==> src/rtl/conv_pkg.sv <==
// conv_pkg: sequencer state encoding and width helpers shared by the convolution control blocks
package conv_pkg;
  typedef enum logic [2:0] {IDLE, INIT, READ, DRAIN, OUTPUT, DONE} state_t;
  function automatic int cw(input int n);
    return (n > 1) ? $clog2(n) : 1;
  endfunction
  function automatic int xaw(input int r);
    return cw(r * r);
  endfunction
  function automatic int waw(input int k);
    return cw(k * k);
  endfunction
  function automatic int nout(input int r, input int k);
    return (r - k + 1) * (r - k + 1);
  endfunction
endpackage

==> src/rtl/conv_addr_gen.sv <==
// conv_addr_gen: output-position and kernel-tap counters producing X/W read addresses without a multiplier
module conv_addr_gen import conv_pkg::*; #(
  parameter int R = 16,
  parameter int K = 4
) (
  input  logic             clk,
  input  logic             reset,
  input  logic             tap_step,
  input  logic             pos_step,
  input  logic             tap_clr,
  output logic [xaw(R)-1:0] x_addr,
  output logic [waw(K)-1:0] w_addr,
  output logic             last_tap,
  output logic             last_pos
);
  localparam int XAW = xaw(R);
  localparam int PW = cw(R - K + 1);
  localparam int TW = cw(K);
  logic [PW-1:0] i, j;
  logic [TW-1:0] m, n;
  logic [XAW-1:0] base;
  logic n_end, j_end;
  assign n_end = n == TW'(K - 1);
  assign j_end = j == PW'(R - K);
  assign last_tap = n_end && (m == TW'(K - 1));
  assign last_pos = j_end && (i == PW'(R - K));
  // window origin i*R+j kept as a running sum; the final position wraps everything back to zero
  always_ff @(posedge clk or posedge reset)
    if (reset) begin
      i <= '0;
      j <= '0;
      base <= '0;
    end else if (pos_step) begin
      j <= j_end ? '0 : j + 1'b1;
      i <= last_pos ? '0 : j_end ? i + 1'b1 : i;
      base <= last_pos ? '0 : base + (j_end ? XAW'(K) : XAW'(1));
    end
  // tap walk inside the window; a row step skips R-K+1 X words, W is simply linear
  always_ff @(posedge clk or posedge reset)
    if (reset) begin
      m <= '0;
      n <= '0;
      x_addr <= '0;
      w_addr <= '0;
    end else if (tap_clr) begin
      m <= '0;
      n <= '0;
      x_addr <= base;
      w_addr <= '0;
    end else if (tap_step) begin
      n <= n_end ? '0 : n + 1'b1;
      m <= n_end ? m + 1'b1 : m;
      x_addr <= x_addr + (n_end ? XAW'(R - K + 1) : XAW'(1));
      w_addr <= w_addr + 1'b1;
    end
endmodule

==> src/rtl/conv_ctrl.sv <==
// conv_ctrl: sequences X/W reads into the pipelined MAC and hands each window result downstream
module conv_ctrl import conv_pkg::*; #(
  parameter int INW = 24,
  parameter int OUTW = 48,
  parameter int R = 16,
  parameter int K = 4,
  parameter int MAC_LAT = 4
) (
  input  logic              clk,
  input  logic              reset,
  input  logic              start,
  input  logic [INW-1:0]    bias,
  output logic [xaw(R)-1:0] x_addr,
  output logic [waw(K)-1:0] w_addr,
  input  logic [INW-1:0]    x_data,
  input  logic [INW-1:0]    w_data,
  output logic [INW-1:0]    mac_input0,
  output logic [INW-1:0]    mac_input1,
  output logic [INW-1:0]    mac_init_value,
  output logic              mac_init_acc,
  output logic              mac_input_valid,
  input  logic [OUTW-1:0]   mac_out,
  output logic [OUTW-1:0]   out_data,
  output logic              out_valid,
  input  logic              out_ready,
  output logic              busy,
  output logic              done
);
  localparam int DW = cw(MAC_LAT + 2);
  state_t state, nxt;
  logic [DW-1:0] dcnt;
  logic rd_q, last_tap, last_pos, drain_end, tap_step, pos_step, tap_clr;
  assign drain_end = (state == DRAIN) && (dcnt == DW'(MAC_LAT + 1));
  assign tap_step = (state == READ) && !last_tap;
  assign pos_step = (state == OUTPUT) && out_ready;
  assign tap_clr = state == INIT;
  assign mac_input0 = x_data;
  assign mac_input1 = w_data;
  assign mac_init_acc = state == INIT;
  assign mac_input_valid = rd_q;
  assign out_valid = state == OUTPUT;
  assign busy = state != IDLE;
  assign done = state == DONE;
  conv_addr_gen #(.R(R), .K(K)) u_addr (
    .clk(clk),
    .reset(reset),
    .tap_step(tap_step),
    .pos_step(pos_step),
    .tap_clr(tap_clr),
    .x_addr(x_addr),
    .w_addr(w_addr),
    .last_tap(last_tap),
    .last_pos(last_pos)
  );
  // next state; DRAIN is long enough that INIT never meets a product still in the MAC pipe
  always_comb begin
    nxt = state;
    case (state)
      IDLE:    nxt = start ? INIT : IDLE;
      INIT:    nxt = READ;
      READ:    nxt = last_tap ? DRAIN : READ;
      DRAIN:   nxt = drain_end ? OUTPUT : DRAIN;
      OUTPUT:  nxt = !out_ready ? OUTPUT : last_pos ? DONE : INIT;
      DONE:    nxt = IDLE;
      default: nxt = IDLE;
    endcase
  end
  // state, read-issue delay matching the one-cycle memory latency, drain timer and result capture
  always_ff @(posedge clk or posedge reset)
    if (reset) begin
      state <= IDLE;
      rd_q <= 1'b0;
      dcnt <= '0;
      mac_init_value <= '0;
      out_data <= '0;
    end else begin
      state <= nxt;
      rd_q <= state == READ;
      dcnt <= (state == DRAIN) ? dcnt + 1'b1 : '0;
      if (nxt == INIT) mac_init_value <= bias;
      if (drain_end) out_data <= mac_out;
    end
endmodule

==> config.mk <==
export PLATFORM = sky130hd
export DESIGN_NAME = conv_ctrl
export DESIGN_NICKNAME = d
export VERILOG_FILES = /design/src/rtl/conv_pkg.sv /design/src/rtl/conv_addr_gen.sv /design/src/rtl/conv_ctrl.sv
export SDC_FILE = /design/constraint.sdc
export NUM_CORES = 1
export LEC_CHECK = 0
export CAP_MARGIN = 30
export CORE_UTILIZATION = 37
export CTS_CLUSTER_SIZE = 28
export DETAILED_ROUTE_END_ITERATION = 8
export HOLD_SLACK_MARGIN = 0.08
export PLACE_DENSITY = 0.89
export SLEW_MARGIN = 5
export SYNTH_ARGS = -nofsm -noshare
export SYNTH_HDL_FRONTEND = slang
export SYNTH_SLANG_ARGS = --single-unit
==> constraint.sdc <==
create_clock -name clk -period 3.5 [get_ports clk]
set_input_delay 0.7 -clock clk [delete_from_list [all_inputs] [get_ports clk]]
set_output_delay 0.7 -clock clk [all_outputs]
set_load 0.01 [all_outputs]
==> results of run 1 <==
==> placed cells by master (no fill, tap or decap), types with 3 or more instances in the layout <==
| master | count |
|---|---|
| clkbuf_16 | 9 |
| nand3_1 | 21 |
| nand2_1 | 32 |
| nor2_1 | 11 |
| xnor2_1 | 4 |
| a21oi_1 | 15 |
| nor3_1 | 4 |
| a21o_1 | 3 |
| o22ai_1 | 4 |
| o211ai_1 | 3 |
| dfrtp_1 | 111 |
| inv_1 | 13 |
| ha_1 | 14 |
| clkdlybuf4s50_1 | 164 |
| and2_1 | 4 |
| mux2_2 | 72 |
| a22oi_1 | 5 |
| clkinvlp_4 | 3 |
| o21ai_0 | 23 |
| and3_1 | 3 |
==> where the power goes <==
part           total [uW]  leakage, uW  switching [uW]  internal (uW)
Sequential           1840      0.00132             249           1590
Combinational        1510      0.00148             643            865
Clock                 973     0.000131             484            489
Total                4320      0.00293            1380           2950
==> worst paths after layout <==
| kind | to | slack [ns] |
|---|---|---|
| min | dcnt[0] | 0.47 |
| max | mac_init_acc | 0.48 |
| max reg2reg | mac_init_value[1] | 1.16 |
| min in group asynchronous | out_data[24] | 0.85 |
| min reg2reg | dcnt[0] | 0.47 |
| max in group asynchronous | out_data[14] | 1.90 |
==> layout make-up <==
cell class	count	area, um2
fill	1191	6880
sequential	111	2780
multi-input combinational	255	1970
timing repair buffer	168	1700
clock buffer	10	229
tap	180	225
inverter	15	65.1
clock inverter	6	45.0
==> registers in the layout, summed over array words and instances, names as in the netlist <==
register         flops
u_addr.base          8
u_addr.m             2
mac_input_valid      1
mac_init_value      24
u_addr.i             4
u_addr.w_addr        4
out_data            48
state                3
u_addr.n             2
u_addr.x_addr        8
u_addr.j             4
dcnt                 3
==> cell usage after synthesis, types with 2 or more instances <==
library cell / number / area (um2)
a211o_1: 2 / 17.5
a21o_1: 3 / 22.5
a21oi_1: 15 / 75.1
a22oi_1: 5 / 37.5
and2_1: 4 / 25.0
and3_1: 3 / 18.8
buf_2: 7 / 35.0
buf_4: 51 / 383
clkbuf_1: 5 / 18.8
dfrtp_1: 111 / 2780
ha_1: 14 / 175
inv_1: 14 / 52.6
mux2_2: 72 / 811
nand2_1: 32 / 120
nand3_1: 21 / 105
nand3b_1: 2 / 15.0
nand4_1: 2 / 12.5
nor2_1: 11 / 41.3
nor3_1: 4 / 20.0
o2111ai_1: 2 / 17.5
o211ai_1: 3 / 22.5
o21ai_0: 23 / 115
o22ai_1: 4 / 25.0
or2_2: 2 / 12.5
or3b_1: 2 / 17.5
xnor2_1: 4 / 35.0
xor2_1: 2 / 17.5
==> critical path, stage by stage (launching register included) <==
cell	delay (ns)
dfrtp_1	0.51
or3b_1	0.51
inv_1	0.34
clkdlybuf4s50_1	0.61
==> per-stage QoR <==
step	setup slack, ns	total power, uW	util	cell area, um2
after global routing	0.405	4580	0.505	7010
after detailed placement	0.880	3370	0.485	6730
final	0.481	4320	0.505	7010
after CTS	0.495	4380	0.505	7010
after global placement	0.951	3290	0.485	6730
after floorplan	1.45	2610	-	5260
==> layer usage <==
metal,GRT usage,vias to the layer above
met3,0.0644,43
met2,0.299,177
met4,0.0872,0
met1,0.196,1830
met5,0,-
li1,-,1741
==> cells by family after synthesis <==
group / synth area share
AOI/OAI and AO/OA: 0.0852
xor gates and xnor gates: 0.0100
adders and majority gates: 0.0333
buffers and inverters: 0.0985
DFF: 0.528
muxes: 0.154
and+or+nand+nor: 0.0904
==> impl_metrics.yaml, run 1 <==
status:
  status: "finished, final reports clean"
flow_run:
  cap_violations: 0
synth:
  synth_edf_count: 0
  syn-instance-count: 447
  syn-cell-area_um2: 5260
  synthArstFlopShare: 1.00
  syn_nets: 585
  ys_seq_area_frac: 0.528
  synth.avg_cell_area_um2: 11.8
  synth_cell_types: 54
  ys.flop_type: "dfrtp_1"
  synth-seq-cells: 111
  yosys_warnings: 0
clock_network:
  postCtsSetupBuffers: 0
  clock_sinks: 111
  cts_buffers: 9
  clk_path_buf_depth: 2
  clk_latency_ns: 0.35
  hold_buffers: 0
  cts_resized: 0
  path_clk_slew_ns: 0.07
  cts_root_buf: "clkbuf_16"
  cts-htree-levels: 3
  cts_tree: "done"
grt:
  grt_pass1_vias: 4012
  antenna_found_initial: 0
  grt_max_degree: 56
  grt_usage: 0.177
  grt_pass1_wl_um: 20100
  grt_overflow_total: 0
sta:
  fin_crit_ns: 3.02
  max_freq_mhz: 331
  drv_slew: 0
  hold_ws_ns: 0.470
  worst_pin_slew_ns: 0.831
  fin_skew_ns: 0.0106
  maxSlewHeadroom: 0.445
  final_hold_viol_count: 0
  finalCritPeriodShare: 0.862
  rsz0062_at_grt: "false"
  setup_violations: 0
  fin_tns_setup_ns: 0
drt:
  avgRoutedWirePerCell_um: 17.0
  wl_met2_um: 6400
  wl_met1_um: 4670
  routed_wl_um: 12700
  vias_per_cell: 5.09
  highest_layer: "met4"
  dr_wl_met3_um: 1180
  ant_nets: 0
  route.detailed.drc: 0
  first_pass_iters: 4
  vias: 3791
  dr.first_iter.drc_count: 141
min_path:
  holdCritPathClass: "reg2reg"
  holdPathStages: 1
  min_from: "dcnt[0]"
floorplanning:
  die-area_um2: 14700
  die_x_um: 121
  ios: 261
  start_util: 0.379
  fp.dieH_um: 121
  num_rows: 43
  core-area_um2: 13900
setup_path:
  cp.required_ns: 2.80
  worstSetupPathType: "reg2out"
  worst_setup_path_start_kind: "flip-flop"
  path_max_fanout: 11
  cp-end-kind: "output pin"
  arrival_ns: 2.32
  reg2reg_depth: 8
  r2r_start: "u_addr.j[0]"
  startpoint: "state[0]"
place:
  dp_cells: 729
  gp_congestion: 0.862
  dpl.hpwl_um: 9380
  port_buffers: 164
pwr:
  pwr_density_cell_nw_per_um2: 617
  leakagePower_uw: 0.00293
  peakVddDrop_mv: 0.393
final_layout:
  layout-drive-gt1-share: 0.182
  final_cells: 745
  antenna_cells: 0
  synthToLayoutAreaGrowth_pct: 33.2
  nets: 698
(Power assumes the default switching activity.)
==> inputs of run 2 (changes only) <==
--- a/config.mk
+++ b/config.mk
@@ -7,7 +7,7 @@
 export LEC_CHECK = 0
 export CAP_MARGIN = 30
 export CORE_UTILIZATION = 37
-export CTS_CLUSTER_SIZE = 28
+export CTS_CLUSTER_SIZE = 25
 export DETAILED_ROUTE_END_ITERATION = 8
 export HOLD_SLACK_MARGIN = 0.08
 export PLACE_DENSITY = 0.89
==> results of run 2 <==
No change in the layout: final DEF, timing and power equal those of run 1.
==> inputs of run 3 (changes only) <==
--- a/config.mk
+++ b/config.mk
@@ -9,9 +9,9 @@
 export CORE_UTILIZATION = 37
 export CTS_CLUSTER_SIZE = 25
 export DETAILED_ROUTE_END_ITERATION = 8
-export HOLD_SLACK_MARGIN = 0.08
-export PLACE_DENSITY = 0.89
+export PLACE_DENSITY = 0.88
 export SLEW_MARGIN = 5
 export SYNTH_ARGS = -nofsm -noshare
 export SYNTH_HDL_FRONTEND = slang
+export SYNTH_HIERARCHICAL = 1
 export SYNTH_SLANG_ARGS = --single-unit
==> run 3 against run 2 <==
Effect of this change: via count down 3.6%; cell count down 0.54%; maximum frequency up 17%; die area up 2.1%; clock-buffer cell count unchanged; global-route usage down 2.2 points; critical path depth down 1; first-iteration DRC count up 41%; setup slack better by 0.43 ns; critical path type unchanged; largest power group unchanged.
==> impl_metrics.yaml, run 3 <==
status:
  status: "finished, final reports clean"
grt:
  grt_pass1_wl_um: 18200
  grt_max_degree: 36
  antenna_found_initial: 0
  grt_pass1_vias: 3808
  grt_usage: 0.155
  grt_overflow_total: 0
synth:
  synth_cell_types: 53
  syn-cell-area_um2: 5370
  synth_top_area_share: 0.517
  yosysTopAreaCell: "dfrtp_1"
  syn_nets: 577
  synth_edf_count: 0
  yosys-top-cells-area: "dfrtp_1, mux2_2, buf_4, mux2_4, ha_1"
  synth_most_common_cell: "dfrtp_1"
  synth_common_cells: "dfrtp_1, mux2_2, buf_4"
  synth-seq-cells: 111
  ys.flop_type: "dfrtp_1"
  synth.avg_cell_area_um2: 12.2
  yosys_warnings: 6
  ys_seq_area_frac: 0.517
  synthArstFlopShare: 1.00
  syn-instance-count: 441
floorplanning:
  ios: 261
  core-area_um2: 14000
  die-area_um2: 15000
  num_rows: 43
  fp.dieH_um: 123
  die_x_um: 123
  start_util: 0.383
clock_network:
  cts-htree-levels: 3
  cts_root_buf: "clkbuf_16"
  postCtsSetupBuffers: 0
  clock_sinks: 111
  cts_resized: 0
  clk_latency_ns: 0.35
  clk_path_buf_depth: 2
  path_clk_slew_ns: 0.07
  cts_tree: "done"
  cts_buffers: 9
  hold_buffers: 0
setup_path:
  startpoint: "state[2]"
  arrival_ns: 1.89
  r2r_start: "u_addr/n[0]"
  cp-end-kind: "output pin"
  r2r_slack_ns: 0.91
  worstSetupPathType: "reg2out"
  cp.required_ns: 2.80
  cp_slowest_stage_delay_ns: 0.53
  crit_chain: "or3_1 > clkdlybuf4s50_1"
  path_max_fanout: 12
  crit_slowest_cell: "clkdlybuf4s50_1"
  worst_setup_path_start_kind: "flip-flop"
drt:
  avgRoutedWirePerCell_um: 15.7
  route.detailed.drc: 0
  ant_nets: 0
  dr.first_iter.drc_count: 199
  vias_per_cell: 4.93
  first_pass_iters: 4
  vias: 3656
  routed_wl_um: 11600
final_layout:
  largest_reg_flops: 48
  final_common_cell: "clkdlybuf4s50_1"
  top_register: "out_data"
  nets: 691
  final_cell_mix: "clkdlybuf4s50_1, dfrtp_1, mux2_2"
  fillers: 1155
  synthToLayoutAreaGrowth_pct: 33.2
  reg_top3: "out_data x48, mac_init_value x24"
  final_cells: 741
  layout-drive-gt1-share: 0.188
sta:
  rsz0062_at_grt: "false"
  final_hold_viol_count: 0
  setup_violations: 0
  worst_pin_slew_ns: 0.621
  fin_crit_ns: 2.59
  max_freq_mhz: 386
  maxSlewHeadroom: 0.585
  finalCritPeriodShare: 0.740
  drv_slew: 0
  fin_skew_ns: 0.00694
  fin_tns_setup_ns: 0
place:
  gp_congestion: 0.842
  dpl.hpwl_um: 8630
  dp_cells: 724
  port_buffers: 164
pwr:
  peakVddDrop_mv: 0.400
  pwr_density_cell_nw_per_um2: 621
  p_int_uw: 3130
  p_sw_frac: 0.297
  switchingPower_uw: 1320
  comb_power_share: 0.343
  leakagePower_uw: 0.00299
  clock_power_share: 0.249
  pwr-share-seq: 0.409
flow_run:
  cap_violations: 0
min_path:
  min_from: "dcnt[0]"
  holdCritPathClass: "reg2reg"
run 3: cell count changes in the layout (fill, tap and decap cells not counted), sizes merged, moves of 4 or more:
cell and delta:
inv -6, nand2 -10, mux2i +5, xor2 +5, nor2 +12, a22oi -4
nand3 -7, nand2b +6, o21ai -10, a21oi -5
run 3: power by group through the flow:
stage | sequential (uW) | clock [uW] | combinational, uW
floorplan | 1890 | 0 | 782
global placement | 1830 | 0 | 1470
detailed placement | 1840 | 0 | 1530
CTS | 1820 | 1140 | 1540
global route | 1860 | 1180 | 1680
finish | 1820 | 1110 | 1520
run 3: cell type report:
class                      instances  area [um2]  share of cell area
clock inverter                     6        93.8              0.0131
tap                              180         225              0.0315
clock buffer                      10         229              0.0320
multi-input combinational        252        2080               0.291
timing repair buffer             171        1710               0.238
inverter                          10        38.8             0.00542
antenna                            1        2.50            0.000350
sequential                       111        2780               0.388
run 3: through the flow:
step | util | area (um2) | total power (uW) | worst slack (ns) | hold WS [ns]
global route | 0.510 | 7160 | 4720 | 0.762 | 0.492
global placement | 0.487 | 6830 | 3290 | 0.786 | 0.451
floorplan | - | 5370 | 2680 | 0.777 | 0.439
finish | 0.510 | 7160 | 4450 | 0.911 | 0.476
detailed placement | 0.487 | 6830 | 3370 | 0.737 | 0.467
CTS | 0.510 | 7160 | 4500 | 0.896 | 0.477
run 3: final timing paths:
kind                       cells after the start                  to
setup / recovery                               2                busy
hold / removal                                 1             dcnt[0]
setup reg to reg                               7   mac_init_value[9]
hold reg to reg                                1             dcnt[0]
max in group asynchronous                      3  mac_init_value[16]
min in group asynchronous                      2         out_data[5]
run 3: critical path: cells and delay by family, from the launching register on:
kind                   cells  cell delay, ns
buffers and inverters      1            0.53
and+or+nand+nor            1            0.52
DFF                        1            0.49
run 3: metal layers:
| layer | track usage | up-vias | routed length (um) |
|---|---|---|---|
| li1 | - | 1693 | - |
| met5 | 0 | - | 0 |
| met2 | 0.265 | 149 | 5700 |
| met1 | 0.180 | 1788 | 4730 |
| met3 | 0.0423 | 26 | 938 |
| met4 | 0.0739 | 0 | 238 |
run 3: kinds of logic after synthesis:
group,Yosys count,share of synthesized area
XOR/XNOR,13,0.0212
multiplexers,78,0.176
flip-flops,111,0.517
buffers and inverters,78,0.0983
AND/OR/NAND/NOR,101,0.0971
AO/OA/AOI/OAI,48,0.0622
adder cells (fa/ha/maj),12,0.0279
